[src/rtl/dlx_pkg.sv]
// Shared DLX pipeline constants: opcode/function encodings,
// bubble field values and the load-opcode classifier.
package dlx_pkg;

  localparam logic [5:0] OP_RTYPE   = 6'h00;
  localparam logic [5:0] FN_NOP     = 6'h15;
  localparam logic [5:0] OP_LOAD_LO = 6'h20;
  localparam logic [5:0] OP_LOAD_HI = 6'h27;

  localparam logic [5:0] BUB_OP     = OP_RTYPE;
  localparam logic [5:0] BUB_FN     = FN_NOP;
  localparam logic       BUB_ALUSRC = 1'b0;

  function automatic logic is_load(input logic [5:0] op);
    return (op >= OP_LOAD_LO) && (op <= OP_LOAD_HI);
  endfunction

endpackage

[src/rtl/id_exe_stage_if.sv]
// ID->EXE bundle: decoded ID fields, Hold/Flush controls,
// latched EXE fields, Stall and StallCount.
interface id_exe_stage_if #(
  parameter int DATA_W = 32,
  parameter int REG_W  = 6,
  parameter int CNT_W  = 16
);

  logic              IDValid;
  logic [5:0]        IDOpCode;
  logic [5:0]        IDFunction;
  logic [REG_W-1:0]  IDRs1;
  logic [REG_W-1:0]  IDRs2;
  logic [REG_W-1:0]  IDRd;
  logic              IDUsesRs1;
  logic              IDUsesRs2;
  logic              IDALUSrc;
  logic [DATA_W-1:0] IDA;
  logic [DATA_W-1:0] IDB;
  logic [DATA_W-1:0] IDImm;
  logic              Hold;
  logic              Flush;

  logic [5:0]        EXEOpCode;
  logic [5:0]        EXEFunction;
  logic [REG_W-1:0]  EXERs1;
  logic [REG_W-1:0]  EXERs2;
  logic [REG_W-1:0]  EXERd;
  logic              EXEALUSrc;
  logic [DATA_W-1:0] EXEA;
  logic [DATA_W-1:0] EXEB;
  logic [DATA_W-1:0] EXEImm;
  logic              Stall;
  logic [CNT_W-1:0]  StallCount;

  modport master (
    output IDValid, IDOpCode, IDFunction,
    output IDRs1, IDRs2, IDRd,
    output IDUsesRs1, IDUsesRs2, IDALUSrc,
    output IDA, IDB, IDImm, Hold, Flush,
    input  EXEOpCode, EXEFunction,
    input  EXERs1, EXERs2, EXERd, EXEALUSrc,
    input  EXEA, EXEB, EXEImm,
    input  Stall, StallCount
  );

  modport slave (
    input  IDValid, IDOpCode, IDFunction,
    input  IDRs1, IDRs2, IDRd,
    input  IDUsesRs1, IDUsesRs2, IDALUSrc,
    input  IDA, IDB, IDImm, Hold, Flush,
    output EXEOpCode, EXEFunction,
    output EXERs1, EXERs2, EXERd, EXEALUSrc,
    output EXEA, EXEB, EXEImm,
    output Stall, StallCount
  );

endinterface

[src/rtl/load_use_detect.sv]
// Load-use hazard detect: EXE holds a load whose Rd is read by ID.
// Ports: EXE opcode/Rd, ID valid/sources/uses -> detect.
module load_use_detect
  import dlx_pkg::*;
#(
  parameter int REG_W = 6
) (
  input  logic [5:0]       exe_op,
  input  logic [REG_W-1:0] exe_rd,
  input  logic             id_valid,
  input  logic [REG_W-1:0] id_rs1,
  input  logic [REG_W-1:0] id_rs2,
  input  logic             id_uses_rs1,
  input  logic             id_uses_rs2,
  output logic             detect
);

  logic hit1;
  logic hit2;

  // r0 is deliberately not special-cased
  assign hit1 = id_uses_rs1 && (id_rs1 == exe_rd);
  assign hit2 = id_uses_rs2 && (id_rs2 == exe_rd);

  assign detect = is_load(exe_op) && id_valid
                  && (hit1 || hit2);

endmodule

[src/rtl/id_exe_stage.sv]
// ID/EXE pipeline register with load-use interlock and a
// saturating stall counter. Ports: Clk, Rst_n, slave bundle.
module id_exe_stage
  import dlx_pkg::*;
#(
  parameter int DATA_W = 32,
  parameter int REG_W  = 6,
  parameter int CNT_W  = 16
) (
  input  logic          Clk,
  input  logic          Rst_n,
  id_exe_stage_if.slave bus
);

  typedef struct packed {
    logic [5:0]        op;
    logic [5:0]        fn;
    logic [REG_W-1:0]  rs1;
    logic [REG_W-1:0]  rs2;
    logic [REG_W-1:0]  rd;
    logic              alu_src;
    logic [DATA_W-1:0] a;
    logic [DATA_W-1:0] b;
    logic [DATA_W-1:0] imm;
  } exe_t;

  localparam logic [CNT_W-1:0] CNT_MAX = '1;
  localparam logic [CNT_W-1:0] CNT_ONE =
    {{(CNT_W-1){1'b0}}, 1'b1};

  function automatic exe_t bubble();
    exe_t b;
    b         = '0;
    b.op      = BUB_OP;
    b.fn      = BUB_FN;
    b.alu_src = BUB_ALUSRC;
    return b;
  endfunction

  exe_t             exe_q, exe_d, id_f;
  logic [CNT_W-1:0] cnt_q, cnt_d;
  logic             detect;

  load_use_detect #(.REG_W(REG_W)) u_detect (
    .exe_op      (exe_q.op),
    .exe_rd      (exe_q.rd),
    .id_valid    (bus.IDValid),
    .id_rs1      (bus.IDRs1),
    .id_rs2      (bus.IDRs2),
    .id_uses_rs1 (bus.IDUsesRs1),
    .id_uses_rs2 (bus.IDUsesRs2),
    .detect      (detect)
  );

  always_comb begin
    id_f         = '0;
    id_f.op      = bus.IDOpCode;
    id_f.fn      = bus.IDFunction;
    id_f.rs1     = bus.IDRs1;
    id_f.rs2     = bus.IDRs2;
    id_f.rd      = bus.IDRd;
    id_f.alu_src = bus.IDALUSrc;
    id_f.a       = bus.IDA;
    id_f.b       = bus.IDB;
    id_f.imm     = bus.IDImm;
  end

  // Ordered: Hold over Flush over detect over invalid ID
  always_comb begin
    exe_d = exe_q;
    cnt_d = cnt_q;
    priority case (1'b1)
      bus.Hold: ;
      bus.Flush: exe_d = bubble();
      detect: begin
        exe_d = bubble();
        if (cnt_q != CNT_MAX)
          cnt_d = cnt_q + CNT_ONE;
      end
      !bus.IDValid: exe_d = bubble();
      default: exe_d = id_f;
    endcase
  end

  always_ff @(posedge Clk or negedge Rst_n) begin
    if (!Rst_n) begin
      exe_q <= bubble();
      cnt_q <= '0;
    end else begin
      exe_q <= exe_d;
      cnt_q <= cnt_d;
    end
  end

  // EXE is a bubble in reset, so detect (and Stall) is low
  assign bus.Stall = detect && !bus.Flush && !bus.Hold;
  assign bus.StallCount  = cnt_q;
  assign bus.EXEOpCode   = exe_q.op;
  assign bus.EXEFunction = exe_q.fn;
  assign bus.EXERs1      = exe_q.rs1;
  assign bus.EXERs2      = exe_q.rs2;
  assign bus.EXERd       = exe_q.rd;
  assign bus.EXEALUSrc   = exe_q.alu_src;
  assign bus.EXEA        = exe_q.a;
  assign bus.EXEB        = exe_q.b;
  assign bus.EXEImm      = exe_q.imm;

endmodule

[src/flat_wrapper.sv]
// flat-port wrapper written by rule: the top's interface ports become plain ports
module id_exe_stage_flat import dlx_pkg::*;
#(
  parameter int DATA_W = 32,
  parameter int REG_W  = 6,
  parameter int CNT_W  = 16
)
  (Clk, Rst_n, bus_IDValid, bus_IDOpCode, bus_IDFunction, bus_IDRs1, bus_IDRs2, bus_IDRd, bus_IDUsesRs1, bus_IDUsesRs2, bus_IDALUSrc, bus_IDA, bus_IDB, bus_IDImm, bus_Hold, bus_Flush, bus_EXEOpCode, bus_EXEFunction, bus_EXERs1, bus_EXERs2, bus_EXERd, bus_EXEALUSrc, bus_EXEA, bus_EXEB, bus_EXEImm, bus_Stall, bus_StallCount);
  id_exe_stage_if #(.DATA_W(DATA_W), .REG_W(REG_W), .CNT_W(CNT_W)) bus_i ();
  input  logic Clk;
  input  logic Rst_n;
  input wire logic [$bits(bus_i.IDValid)-1:0] bus_IDValid;
  input wire logic [$bits(bus_i.IDOpCode)-1:0] bus_IDOpCode;
  input wire logic [$bits(bus_i.IDFunction)-1:0] bus_IDFunction;
  input wire logic [$bits(bus_i.IDRs1)-1:0] bus_IDRs1;
  input wire logic [$bits(bus_i.IDRs2)-1:0] bus_IDRs2;
  input wire logic [$bits(bus_i.IDRd)-1:0] bus_IDRd;
  input wire logic [$bits(bus_i.IDUsesRs1)-1:0] bus_IDUsesRs1;
  input wire logic [$bits(bus_i.IDUsesRs2)-1:0] bus_IDUsesRs2;
  input wire logic [$bits(bus_i.IDALUSrc)-1:0] bus_IDALUSrc;
  input wire logic [$bits(bus_i.IDA)-1:0] bus_IDA;
  input wire logic [$bits(bus_i.IDB)-1:0] bus_IDB;
  input wire logic [$bits(bus_i.IDImm)-1:0] bus_IDImm;
  input wire logic [$bits(bus_i.Hold)-1:0] bus_Hold;
  input wire logic [$bits(bus_i.Flush)-1:0] bus_Flush;
  output wire logic [$bits(bus_i.EXEOpCode)-1:0] bus_EXEOpCode;
  output wire logic [$bits(bus_i.EXEFunction)-1:0] bus_EXEFunction;
  output wire logic [$bits(bus_i.EXERs1)-1:0] bus_EXERs1;
  output wire logic [$bits(bus_i.EXERs2)-1:0] bus_EXERs2;
  output wire logic [$bits(bus_i.EXERd)-1:0] bus_EXERd;
  output wire logic [$bits(bus_i.EXEALUSrc)-1:0] bus_EXEALUSrc;
  output wire logic [$bits(bus_i.EXEA)-1:0] bus_EXEA;
  output wire logic [$bits(bus_i.EXEB)-1:0] bus_EXEB;
  output wire logic [$bits(bus_i.EXEImm)-1:0] bus_EXEImm;
  output wire logic [$bits(bus_i.Stall)-1:0] bus_Stall;
  output wire logic [$bits(bus_i.StallCount)-1:0] bus_StallCount;
  assign bus_i.IDValid = bus_IDValid;
  assign bus_i.IDOpCode = bus_IDOpCode;
  assign bus_i.IDFunction = bus_IDFunction;
  assign bus_i.IDRs1 = bus_IDRs1;
  assign bus_i.IDRs2 = bus_IDRs2;
  assign bus_i.IDRd = bus_IDRd;
  assign bus_i.IDUsesRs1 = bus_IDUsesRs1;
  assign bus_i.IDUsesRs2 = bus_IDUsesRs2;
  assign bus_i.IDALUSrc = bus_IDALUSrc;
  assign bus_i.IDA = bus_IDA;
  assign bus_i.IDB = bus_IDB;
  assign bus_i.IDImm = bus_IDImm;
  assign bus_i.Hold = bus_Hold;
  assign bus_i.Flush = bus_Flush;
  assign bus_EXEOpCode = bus_i.EXEOpCode;
  assign bus_EXEFunction = bus_i.EXEFunction;
  assign bus_EXERs1 = bus_i.EXERs1;
  assign bus_EXERs2 = bus_i.EXERs2;
  assign bus_EXERd = bus_i.EXERd;
  assign bus_EXEALUSrc = bus_i.EXEALUSrc;
  assign bus_EXEA = bus_i.EXEA;
  assign bus_EXEB = bus_i.EXEB;
  assign bus_EXEImm = bus_i.EXEImm;
  assign bus_Stall = bus_i.Stall;
  assign bus_StallCount = bus_i.StallCount;
  id_exe_stage #(.DATA_W(DATA_W), .REG_W(REG_W), .CNT_W(CNT_W)) u_core (.Clk(Clk), .Rst_n(Rst_n), .bus(bus_i));
endmodule
[config.mk]
export PLATFORM = sky130hd
export DESIGN_NAME = id_exe_stage_flat
export DESIGN_NICKNAME = d
export VERILOG_FILES = /design/src/rtl/dlx_pkg.sv /design/src/rtl/id_exe_stage_if.sv /design/src/rtl/load_use_detect.sv /design/src/rtl/id_exe_stage.sv /design/src/flat_wrapper.sv
export SDC_FILE = /design/constraint.sdc
export NUM_CORES = 1
export LEC_CHECK = 0
export ABC_CLOCK_PERIOD_IN_PS = 2100
export BUFFER_PORTS_ARGS = -buffer_cell sky130_fd_sc_hd__buf_2
export CELL_PAD_IN_SITES_DETAIL_PLACEMENT = 1
export CELL_PAD_IN_SITES_GLOBAL_PLACEMENT = 1
export CORE_MARGIN = 2
export CORE_UTILIZATION = 35
export DETAILED_ROUTE_END_ITERATION = 10
export PLACE_DENSITY = 0.84
export SLEW_MARGIN = 20
export SYNTH_ARGS = -nofsm -noshare
export SYNTH_HDL_FRONTEND = slang
export SYNTH_SLANG_ARGS = --single-unit
[constraint.sdc]
create_clock -name Clk -period 2.1 [get_ports Clk]
set_input_delay 0.315 -clock Clk [delete_from_list [all_inputs] [get_ports Clk]]
set_output_delay 0.315 -clock Clk [all_outputs]
set_load 0.005 [all_outputs]
=== After elaboration in Yosys (flattened, before gate mapping) ===
Index checks and enable logic that the tools add are counted.

* Output and inout bits: 144
* Input bits: 134
* Bits in registers: 143

* Add/sub/neg operators: 1
* Equal/unequal tests: 3
* Reduce and logical (&&, ||, !) cells: 11
* Bitwise operators: 2
* Magnitude comparators: 2
* Muxes and demuxes: 3

{| class="wikitable"
|+ Operators by type and width
! kind !! count
|-
| two-way mux 127 bit || 3
|-
| adder 16 x 1 -> 16 bit, second input constant || 1
|-
| inequality test 16 bit, second input constant || 1
|-
| == test 6 bit || 2
|-
| logical AND 1 bit || 7
|-
| greater-or-equal comparator 6 bit, second input constant || 1
|-
| <= comparator 6 bit, second input constant || 1
|-
| AND reduction 4 bit || 1
|-
| logical NOT 1 bit || 2
|-
| inverter 1 bit || 2
|-
| logical OR 1 bit || 1
|}

=== Logic depth before layout (Yosys ltp) ===
* Depth in word-level cells: 6
* Gate-level depth with buffers: 8
* Depth with buffers taken out: 6

=== Modules after synthesis ===
A second synthesis with hierarchy kept.

* Cells, all modules: 380
* Area total of the unflattened synthesis: 5395.2 µm²

{| class="wikitable"
|+ Modules (own cells, without submodules)
! module !! instances !! area an instance (µm²) !! cells each
|-
| id_exe_stage || 1 || 5247.5 || 362
|-
| load_use_detect || 1 || 147.6 || 18
|}

=== Least setup slack after synthesis ===
Ideal clock, no wire load.

* Kind: register -> register
* Start: register u_core.exe_q (netlist bit u_core.bus.EXERd[0])
* End: register u_core.cnt_q[1] (netlist: u_core.bus.StallCount[1])
* Period minus slack after synthesis: 1820 ps
* Stages on the path, launching flop included: 6
* Path slack: 280 ps
* Arrival: 1695 ps
* Required time: 1975 ps
* Path buffers: 0
* Cells stage by stage: dfrtp_1 xnor2_1 nand4_1 o22a_1 nor3_1 mux2_2

* Cells in the longest elaborated chain, start to end: 5

{| class="wikitable"
|+ RTL lines
! element !! RTL line !! text
|-
| start, declared || id_exe_stage.sv:40 || <nowiki>exe_t exe_q, exe_d, id_f;</nowiki>
|-
| start signal, assigned || id_exe_stage.sv:87 || <nowiki>exe_q <= bubble();</nowiki>
|-
| == test 6 bit (on tied branches) || load_use_detect.sv:22, load_use_detect.sv:23 ||
|-
| logical AND 1 bit (on tied branches) || load_use_detect.sv:22, load_use_detect.sv:23 ||
|-
| logical OR 1 bit * || load_use_detect.sv:26 || <nowiki>&& (hit1 || hit2);</nowiki>
|-
| logical AND 1 bit * || load_use_detect.sv:26 ||
|-
| AND reduction 4 bit (no line) * || -- ||
|-
| end signal, assigned || id_exe_stage.sv:91 || <nowiki>cnt_q <= cnt_d;</nowiki>
|-
| end, declared || id_exe_stage.sv:41 || <nowiki>logic [CNT_W-1:0] cnt_q, cnt_d;</nowiki>
|}

Every way passes the cells marked *; elsewhere a longest branch is shown, timed or not.
A chain may end at the register's enable or synchronous reset.

=== Worst setup path after layout ===
* Start: register u_core.exe_q (netlist bit u_core.bus.EXERd[0])
* End: output port bus_Stall

* Cells in the longest elaborated chain, start to end: 6

{| class="wikitable"
|+ RTL lines
! element !! RTL line !! text
|-
| == test 6 bit (on tied branches) || load_use_detect.sv:22, load_use_detect.sv:23 ||
|-
| logical AND 1 bit (on tied branches) || load_use_detect.sv:22, load_use_detect.sv:23 ||
|-
| logical OR 1 bit * || load_use_detect.sv:26 ||
|-
| logical AND 1 bit * || load_use_detect.sv:26 ||
|-
| logical AND 1 bit * (2 in a row) || id_exe_stage.sv:96 || <nowiki>assign bus.Stall = detect && !bus.Flush && !bus.Hold;</nowiki>
|-
| end, declared || flat_wrapper.sv:35 || <nowiki>output wire logic [$bits(bus_i.Stall)-1:0] bus_Stall;</nowiki>
|}

Marks and branches as above.

==> impl_metrics.py <==
metrics = {
    "placed_design": {
        "gp_congestion": 0.795,
        "dpl-instance-area_sq_um": 7070,
        "portBuffers": 277,
        "post-place-ws_ns": 0.0534,
        "dp_cells": 835,
        "dpl.hpwl_um": 12100,
    },
    "critical_path": {
        "startpoint_type": "flop",
        "path_class": "reg2out",
        "rr_worst_depth": 6,
        "crit_fanout": 3,
        "timing.rr.end": "u_core.bus.StallCount[1]$_DFFE_PN0P_",
        "cp-end-kind": "output pin",
        "worstPathRequired_ns": 1.78,
        "arrival_ns": 1.78,
        "r2r_setup_slack_ns": 0.02,
        "r2r_start": "u_core.bus.EXERd[0]$_DFFE_PN0N_",
    },
    "global_route": {
        "grt_max_degree": 66,
        "first_global_vias": 4968,
        "overflow": 0,
        "antenna_found_initial": 0,
        "grt_pass1_wl_um": 26100,
        "track_usage_pct": 20.4,
    },
    "yosys": {
        "synth_area_sq_um": 5450,
        "ys_warn_count": 0,
        "synth_compound_area_share_pct": 21.2,
        "synth_top_family_by_area": "compound AO/OA/AOI/OAI gates",
        "yosys.area_share.simple_pct": 5.19,
        "syn-num-nets": 521,
        "ys_ff_latch": 143,
        "synth_async_sr_flop_share_pct": 100,
        "synth_mux_area_share_pct": 0.413,
        "yosys.area_share.adder_pct": 0.230,
        "syn_inst": 386,
        "ys_types": 31,
        "synth_xor_area_share_pct": 4.18,
        "synthFlopType": "dfrtp_1",
        "syn_area_per_cell_sq_um": 14.1,
        "synth_edf_count": 0,
        "seq_area_frac_synth_pct": 65.7,
    },
    "sta": {
        "setup_viol": 0,
        "fin_crit_sh_pct": 99.8,
        "relSlewSlack_pct": 55.2,
        "slew_viol_final": 0,
        "grt_setup_unrepaired": "true",
        "hold_violations": 0,
        "timing.final.ws_setup_ns": 0.00489,
        "final.min_clock_period_ns": 2.10,
        "fin_skew_ns": 0.0128,
        "tightestPinTransition_ns": 0.672,
        "max_freq_mhz": 477,
    },
    "routing": {
        "route.detailed.wl_per_inst_um": 20.2,
        "postRouteAntennaNets": 0,
        "wl_met1_um": 7020,
        "wl_met3_um": 1240,
        "met2_wirelength_um": 9170,
        "detail_route.vias_per_cell": 5.19,
        "first_pass_iters": 4,
        "top_layer": "met4",
        "routed_wl_um": 17800,
        "drc": 0,
        "vias": 4588,
        "first_iter_violations": 192,
    },
    "floorplan": {
        "core_area_sq_um": 15200,
        "ios": 278,
        "fp.dieW_um": 129,
        "die-height_um": 129,
        "initial_core_util_pct": 35.9,
        "fp.dieArea_sq_um": 16600,
        "row_count": 45,
    },
    "cts": {
        "cts_made_buffers": 17,
        "htreeDepth": 4,
        "cts_root_buf": "clkbuf_16",
        "clk_pin_slew_worst_paths_ns": 0.06,
        "cts_tree": "yes",
        "cts_sinks": 143,
        "clk_latency_ns": 0.41,
        "cts_max_path_buffers": 2,
    },
    "run": {
        "timing.max_cap.violations": 0,
    },
    "final_layout": {
        "drive_gt1_share_pct": 51.4,
        "post-route-util_pct": 52.4,
        "fin_nets": 820,
        "fin_area_sq_um": 7970,
        "num_antenna_cells": 0,
        "area_delta_synth_final_pct": 46.3,
        "final_cells": 884,
        "layout_commonest_cell": "buf_2",
        "mostFrequentLayoutCells": "buf_2, dfrtp_1, a22o_1",
        "fill_cells": 1627,
    },
    "pwr": {
        "finalPower_w": 0.00671,
        "ir_worst_vdd_uv": 526,
        "power.density_nw_per_um2": 842,
        "p_leak_nw": 4.33,
    },
    "outcome": {
        "status": "complete, no violations",
    },
    "worst_hold_path": {
        "whs_path_depth": 3,
        "min_from": "bus_IDFunction[4]",
        "hold_end": "u_core.bus.EXEFunction[4]$_DFFE_PN1N_",
        "hp-class": "in2reg",
    },
}
==> power by group <==
group | total (W) | internal [W] | switching (W)
logic | 0.000685 | 0.000358 | 0.000327
registers | 0.00298 | 0.00290 | 0.0000886
clock network | 0.00304 | 0.00192 | 0.00113
total | 0.00671 | 0.00517 | 0.00154
==> metrics by stage <==
| step | hold slack [ns] | setup TNS (ns) |
|---|---|---|
| global placement | 0.308 | 0 |
| CTS | 0.0816 | 0 |
| finish | 0.0990 | 0 |
| floorplan | 0.0194 | 0 |
| global route | 0.0930 | -0.0935 |
| detailed placement | 0.315 | 0 |
==> critical path: stages, from the launching register on <==
cell and delay, ns:
dfrtp_1 0.41, xnor2_1 0.19, nand4_1 0.17, o22a_1 0.27, buf_6 0.14, nor2_4 0.07, buf_2 0.11
==> how the worst max path moves through the flow <==
stage / start / endpoint / slack, ns / depth (start not counted)
after floorplan: u_core.bus.EXERd[0]$_DFFE_PN0N_ / u_core.bus.StallCount[1]$_DFFE_PN0P_ / 0.28 / 5
after global placement: u_core.bus.EXERd[5]$_DFFE_PN0N_ / u_core.bus.StallCount[1]$_DFFE_PN0P_ / 0.26 / 5
after detailed placement: bus_IDRs1[4] / u_core.bus.StallCount[1]$_DFFE_PN0P_ / 0.05 / 6
after CTS: u_core.bus.EXERd[3]$_DFFE_PN0N_ / bus_Stall / 0.02 / 6
after global routing: u_core.bus.EXERd[3]$_DFFE_PN0N_ / bus_Stall / -0.07 / 6
final: u_core.bus.EXERd[0]$_DFFE_PN0N_ / bus_Stall / 0.005 / 6
==> cells in the mapped netlist (3+ instances only) <==
cell | count | area share, %
dfrtp_1 | 140 | 64
a22o_1 | 124 | 20
xnor2_1 | 20 | 3.2
clkbuf_1 | 14 | 0.96
nand4_1 | 10 | 1.1
buf_2 | 9 | 0.83
nand3_1 | 8 | 0.73
nand2_1 | 7 | 0.48
xor2_1 | 6 | 0.96
buf_6 | 5 | 1.0
nor2_1 | 5 | 0.34
inv_1 | 4 | 0.28
nor3_1 | 4 | 0.37
a21oi_1 | 3 | 0.28
dfstp_2 | 3 | 1.4
nor2b_1 | 3 | 0.34
nor4_1 | 3 | 0.34
==> cell families after synthesis <==
family          count (synthesis)
fa+ha+maj                       1
simple gates                   50
compound gates                132
flops                         143
buf+inv                        32
mux                             2
xor+xnor                       26
==> area by class of cell <==
| type | count | area (sq um) | area share, % |
|---|---|---|---|
| sequential | 143 | 3590 | 45.0 |
| multi-input combinational | 211 | 1770 | 22.2 |
| timing repair buffer | 308 | 1770 | 22.2 |
| clock buffer | 20 | 457 | 5.73 |
| tap | 188 | 235 | 2.95 |
| clock inverter | 10 | 138 | 1.73 |
| inverter | 4 | 15.0 | 0.188 |
==> registers in the layout (all words and copies together) (netlist names) <==
register	flops
u_core.bus.EXERs1	6
u_core.bus.EXEALUSrc	1
u_core.bus.EXERd	6
u_core.bus.EXEFunction	6
u_core.bus.EXEB	32
u_core.bus.EXEA	32
u_core.bus.EXEImm	32
u_core.bus.EXERs2	6
u_core.bus.StallCount	16
u_core.bus.EXEOpCode	6
==> layer usage <==
layer | vias to the layer above | track usage, %
li1 | 2065 | -
met1 | 2302 | 23.2
met2 | 190 | 36.1
met3 | 31 | 6.32
met4 | 0 | 7.48
met5 | - | 0
==> timing repair <==
item,4_1_cts,5_1_grt
buffers inserted,12,5
endpoints found under the setup margin,1,134
hold buffers,1,0
pin swaps,13,5
gates resized for setup,11,5
gates cloned,0,4
hold endpoints to repair,48,0
Power figures use the tool's default switching activity.
